File: config.mk
export PLATFORM = sky130hd
export DESIGN_NAME = v_sv_src_fifo
export DESIGN_NICKNAME = d
export VERILOG_FILES = /design/src/rtl/v_sv_src_fifo.sv
export SDC_FILE = /design/constraint.sdc
export NUM_CORES = 1
export LEC_CHECK = 0
export BUFFER_PORTS_ARGS = -buffer_cell sky130_fd_sc_hd__buf_2
export CAP_MARGIN = 10
export CORE_ASPECT_RATIO = 1.25
export CORE_UTILIZATION = 60
export CTS_BUF_LIST = sky130_fd_sc_hd__clkbuf_4 sky130_fd_sc_hd__clkbuf_8
export DETAILED_ROUTE_END_ITERATION = 6
export HOLD_SLACK_MARGIN = 0.15
export PLACE_DENSITY = 0.84
export SYNTH_ARGS = -nofsm -noshare
export SYNTH_HDL_FRONTEND = slang
export SYNTH_SLANG_ARGS = --single-unit
File: constraint.sdc
create_clock -name clk -period 4.4 [get_ports clk]
set_input_delay 0.66 -clock clk [delete_from_list [all_inputs] [get_ports clk]]
set_output_delay 0.66 -clock clk [all_outputs]
set_load 0.05 [all_outputs]
File: src/rtl/v_sv_src_fifo.sv
// ---------------------------------------------------------------------------
// v_sv_src_fifo
//   Source-side synchronous FIFO with a valid/ready handshake on each side.
//   Entries are written into a small register array and read back from the
//   head slot. There is no same-cycle bypass. An entry pushed at edge N first
//   appears on out_data/out_valid after edge N.
//
// Parameters
//   WIDTH     data bits per entry (default 8)
//   DEPTH     number of entries (default 4). Must be a power of two and >= 2,
//             so that the pointers wrap naturally.
//
// Ports
//   clk          sole clock; all state changes on its rising edge
//   rst          synchronous active-high reset
//   in_valid     upstream offers in_data this cycle
//   in_ready     FIFO can accept an entry (count != DEPTH)
//   in_data      upstream payload
//   out_valid    out_data holds the oldest stored entry (count != 0)
//   out_ready    downstream consumes the head this cycle
//   out_data     head entry, read from storage (never from in_data)
//   count        current occupancy, 0..DEPTH
//   full_hit     sticky flag: in_valid was seen while full; cleared by rst only
//
// Optional feature (macro V_SV_SRC_FIFO_PARITY_EN)
//   in_par       parity bit stored alongside each entry
//   out_par_err  out_valid && (^out_data != stored parity of the head)
// ---------------------------------------------------------------------------
module v_sv_src_fifo #(
    parameter int WIDTH = 8,
    parameter int DEPTH = 4
) (
    input  logic                     clk,
    input  logic                     rst,
    input  logic                     in_valid,
    output logic                     in_ready,
    input  logic [WIDTH-1:0]         in_data,
    output logic                     out_valid,
    input  logic                     out_ready,
    output logic [WIDTH-1:0]         out_data,
    output logic [$clog2(DEPTH):0]   count,
`ifdef V_SV_SRC_FIFO_PARITY_EN
    input  logic                     in_par,
    output logic                     out_par_err,
`endif
    output logic                     full_hit
);

    localparam int AW = $clog2(DEPTH);
    localparam logic [AW:0]   DEPTH_C = (AW+1)'(DEPTH);
    localparam logic [AW:0]   CNT_ZERO = (AW+1)'(0);
    localparam logic [AW:0]   CNT_ONE  = (AW+1)'(1);
    localparam logic [AW-1:0] PTR_ZERO = AW'(0);
    localparam logic [AW-1:0] PTR_ONE  = AW'(1);

    // Even parity of one data word.
    function automatic logic calc_par(input logic [WIDTH-1:0] d);
        return ^d;
    endfunction

    logic [WIDTH-1:0] mem_r [DEPTH];
    logic [AW-1:0]    wr_ptr_r;
    logic [AW-1:0]    rd_ptr_r;
    logic [AW:0]      count_r;
    logic [AW:0]      count_nxt_s;
    logic             full_hit_r;
    logic             in_ready_s;
    logic             out_valid_s;
    logic             push_s;
    logic             pop_s;

    // Handshake flags are decoded from the registered occupancy only.
    always_comb begin
        in_ready_s  = (count_r != DEPTH_C);
        out_valid_s = (count_r != CNT_ZERO);
        push_s      = in_valid && in_ready_s;
        pop_s       = out_valid_s && out_ready;
    end

    // Occupancy update. A simultaneous push and pop leaves it unchanged.
    always_comb begin
        count_nxt_s = count_r;
        case ({push_s, pop_s})
            2'b10:   count_nxt_s = count_r + CNT_ONE;
            2'b01:   count_nxt_s = count_r - CNT_ONE;
            default: count_nxt_s = count_r;
        endcase
    end

    // Pointers, occupancy and the sticky full_hit flag. Reset discards the
    // stored entries and wins over any push/pop in the same cycle.
    always_ff @(posedge clk) begin
        if (rst) begin
            wr_ptr_r   <= PTR_ZERO;
            rd_ptr_r   <= PTR_ZERO;
            count_r    <= CNT_ZERO;
            full_hit_r <= 1'b0;
        end else begin
            // DEPTH is a power of two, so AW-bit pointers wrap DEPTH-1 -> 0.
            if (push_s) begin
                wr_ptr_r <= wr_ptr_r + PTR_ONE;
            end
            if (pop_s) begin
                rd_ptr_r <= rd_ptr_r + PTR_ONE;
            end
            count_r <= count_nxt_s;
            if (in_valid && !in_ready_s) begin
                full_hit_r <= 1'b1;
            end
        end
    end

    // Storage array write. The array is deliberately not reset, and a push
    // in the reset cycle is not written.
    always_ff @(posedge clk) begin
        if (push_s && !rst) begin
            mem_r[wr_ptr_r] <= in_data;
        end
    end

`ifdef V_SV_SRC_FIFO_PARITY_EN
    logic par_r [DEPTH];

    // Parity sideband storage, written in step with the data array.
    always_ff @(posedge clk) begin
        if (push_s && !rst) begin
            par_r[wr_ptr_r] <= in_par;
        end
    end

    // Head parity check, combinational from the registered head slot.
    always_comb begin
        out_par_err = out_valid_s && (calc_par(mem_r[rd_ptr_r]) != par_r[rd_ptr_r]);
    end
`endif

    // Output drive. out_data is the registered head slot.
    always_comb begin
        in_ready  = in_ready_s;
        out_valid = out_valid_s;
        out_data  = mem_r[rd_ptr_r];
        count     = count_r;
        full_hit  = full_hit_r;
    end

endmodule

==> out/metrics.csv <==
metric,value,unit
hold crit path type,register to register,
Ys Warns,0,
Initial Util,0.657,
Post-synth EDFFs,32,
mux share of post-synthesis cell area,0.109,
global-route wire length before repair,4400,um
ratio of cells with drive above 1 in the final layout,0.364,
deepest clock path buffer count,2,
final net count,146,
CP Max Fanout,8,
row count,20,
number of diodes,0,
RSZ-0062 raised after global routing,no,
GRT Overall Usage,0.217,
max-slew violation count,0,
CP endpoint kind,register,
Synth area leaders,"edfxtp_1 (58%), dfxtp_1 (12%), mux4_2 (11%)",
TritonCTS sink count,42,
Tmin final,2.51,ns
H-tree Lvls,2,
post-synthesis cell type count,23,
Syn Std Cell Area,1660,um2
first-pass iteration count of the detailed router,4,
Post-CTS Resized,0,
DP HPWL,2030,um
drt total wl,2870,um
drt wl/cell,17.7,um
Die Y,60.8,um
drt via density,5.80,
PortBufs,25,
Leakage,0.687,nW
Avg Synthesized Cell Area,17.3,um2
worst-skew pair later-pin latency,0.35,ns
vias in the first global route,924,
TNS Setup,0,ns
Most used DFF post-synth,edfxtp_1,
Antenna Nets Post-Route,0,
full die area,2980,um2
Slew HR,0.651,
area grow syn2layout,14.6,%
Ports,26,
Synth Area in Simple Gates,0.0550,
VDD IR-drop max,0.000461,V
#FFs+latches synth,42,
initial antenna violation count,0,
Top Layer Used,met4,
CP Data Arrival Time,2.78,ns
max cap viols,0,
crit path launch type,register,
sequential area share after synthesis,0.699,
RePlAce Congestion,0.798,
DRC,0,
"commonest non-fill, non-tap cell in the layout",edfxtp_1,
Met1 Wirelength,1220,um
pin count of the biggest net entering global routing,14,
hold-fix buffers at CTS,0,
DR vias,940,
xor/xnor share of the synthesized area,0.0211,
# fillers,166,
final setup violation count,0,
Tot Pwr,1.15,mW
DP Worst Slack,1.95,ns
Worst-Margin Slew,0.524,ns
Setup Buffers After CTS,0,
Iter 0 DRT Violations,32,
Worst Path Required,4.68,ns
gr ovfl total,0,
most frequent cells in the layout,"edfxtp_1 (32), buf_2 (25), dfxtp_1 (10)",
Setup WS post-layout,1.89,ns
"Reg clk slew, reported paths",0.12,ns
DR WL met3,117,um
TritonCTS Buffers,5,
part of the cycle the worst path needs,0.570,
type of the worst setup path,register to register,
main combinational cell family by area after synthesis,multiplexers,
status,"finished, final reports clean",
final hold vios,0,
Die W,49.1,um
"FFs w/ async S/R, synth",0,
CTS tree,done,
cell accounting for the most synthesized area,edfxtp_1,
Hold Slack,0.500,ns
Clock Skew,0.0129,ns
post-synthesis compound-gate area fraction,0.0445,
root buf cell,clkbuf_4,
met2 routed WL,1490,um
cells after synthesis,96,
Post-Synth Adder-Cell Area,0.0497,
Mapped Nets,114,
Max Freq,0.399,GHz
CORE AREA,2530,um2
power per cell area,603,nW/um2
post-synth top area share,0.579,
-- power by group --
part           total (mW)  switching [mW]  internal, mW
logic               0.429           0.291         0.138
clock network       0.197           0.121        0.0769
registers           0.521          0.0535         0.467
-- stage by stage --
| step | area [um2] | util | cells |
|---|---|---|---|
| 2_1_floorplan | 1660 | - | 96 |
| 3_3_place_gp | 1840 | 0.728 | 154 |
| 3_5_place_dp | 1840 | 0.728 | 154 |
| 4_1_cts | 1900 | 0.753 | 162 |
| 5_1_grt | 1900 | 0.753 | 162 |
| 6_report | 1900 | 0.753 | 162 |
-- cell usage after synthesis (2+ instances only) --
cell,number
a21oi_1,2
nor2_1,7
dfxtp_1,10
a21oi_2,2
or3_1,2
buf_1,2
ha_1,5
nand3_1,2
a21o_1,2
nor3b_1,4
inv_1,5
buf_2,2
edfxtp_1,32
mux4_2,8
xor2_1,3
-- layer usage --
| layer | GRT usage | vias up |
|---|---|---|
| li1 | - | 428 |
| met1 | 0.245 | 474 |
| met2 | 0.391 | 33 |
| met3 | 0.0602 | 5 |
| met4 | 0.101 | 0 |
| met5 | 0 | - |
-- cells by family after synthesis --
| group | after synthesis |
|---|---|
| xor+xnor | 4 |
| mux | 8 |
| fa+ha+maj | 6 |
| compound gates | 10 |
| flops | 42 |
| simple gates | 17 |
| buf+inv | 9 |
-- final timing paths --
check,startpoint,to,slack (ns),cells after the start
max,count[2]$_SDFFE_PP0P_,count[2]$_SDFFE_PP0P_,1.89,8
max reg2reg,count[2]$_SDFFE_PP0P_,count[2]$_SDFFE_PP0P_,1.89,8
min reg2reg,full_hit$_SDFFE_PP0P_,full_hit$_SDFFE_PP0P_,0.50,2
min,full_hit$_SDFFE_PP0P_,full_hit$_SDFFE_PP0P_,0.50,2
-- state kept, by name, indices dropped and copies added (netlist names), named ones only --
signal,cells
mem_r,32
count,3
rd_ptr_r,2
wr_ptr_r,2
full_hit,1
-- worst max-delay path: stages, from the launching register on --
cell and delay, ns:
dfxtp_1 0.47, or3b_1 0.47, nand2_1 0.20, ha_1 0.22, inv_1 0.06, fa_1 0.37
xor2_1 0.17, or3_1 0.31, a21oi_1 0.18
-- layout make-up --
cell class	instances	area (um2)	share of cell area
clock buffers	6	51.3	0.0270
clock inverters	2	12.5	0.00657
inverters	5	18.8	0.00986
multi-input cells	45	463	0.243
flip-flops and latches	42	1160	0.610
well taps	33	41.3	0.0217
repair buffers	29	155	0.0815
(Power assumes the default switching activity.)
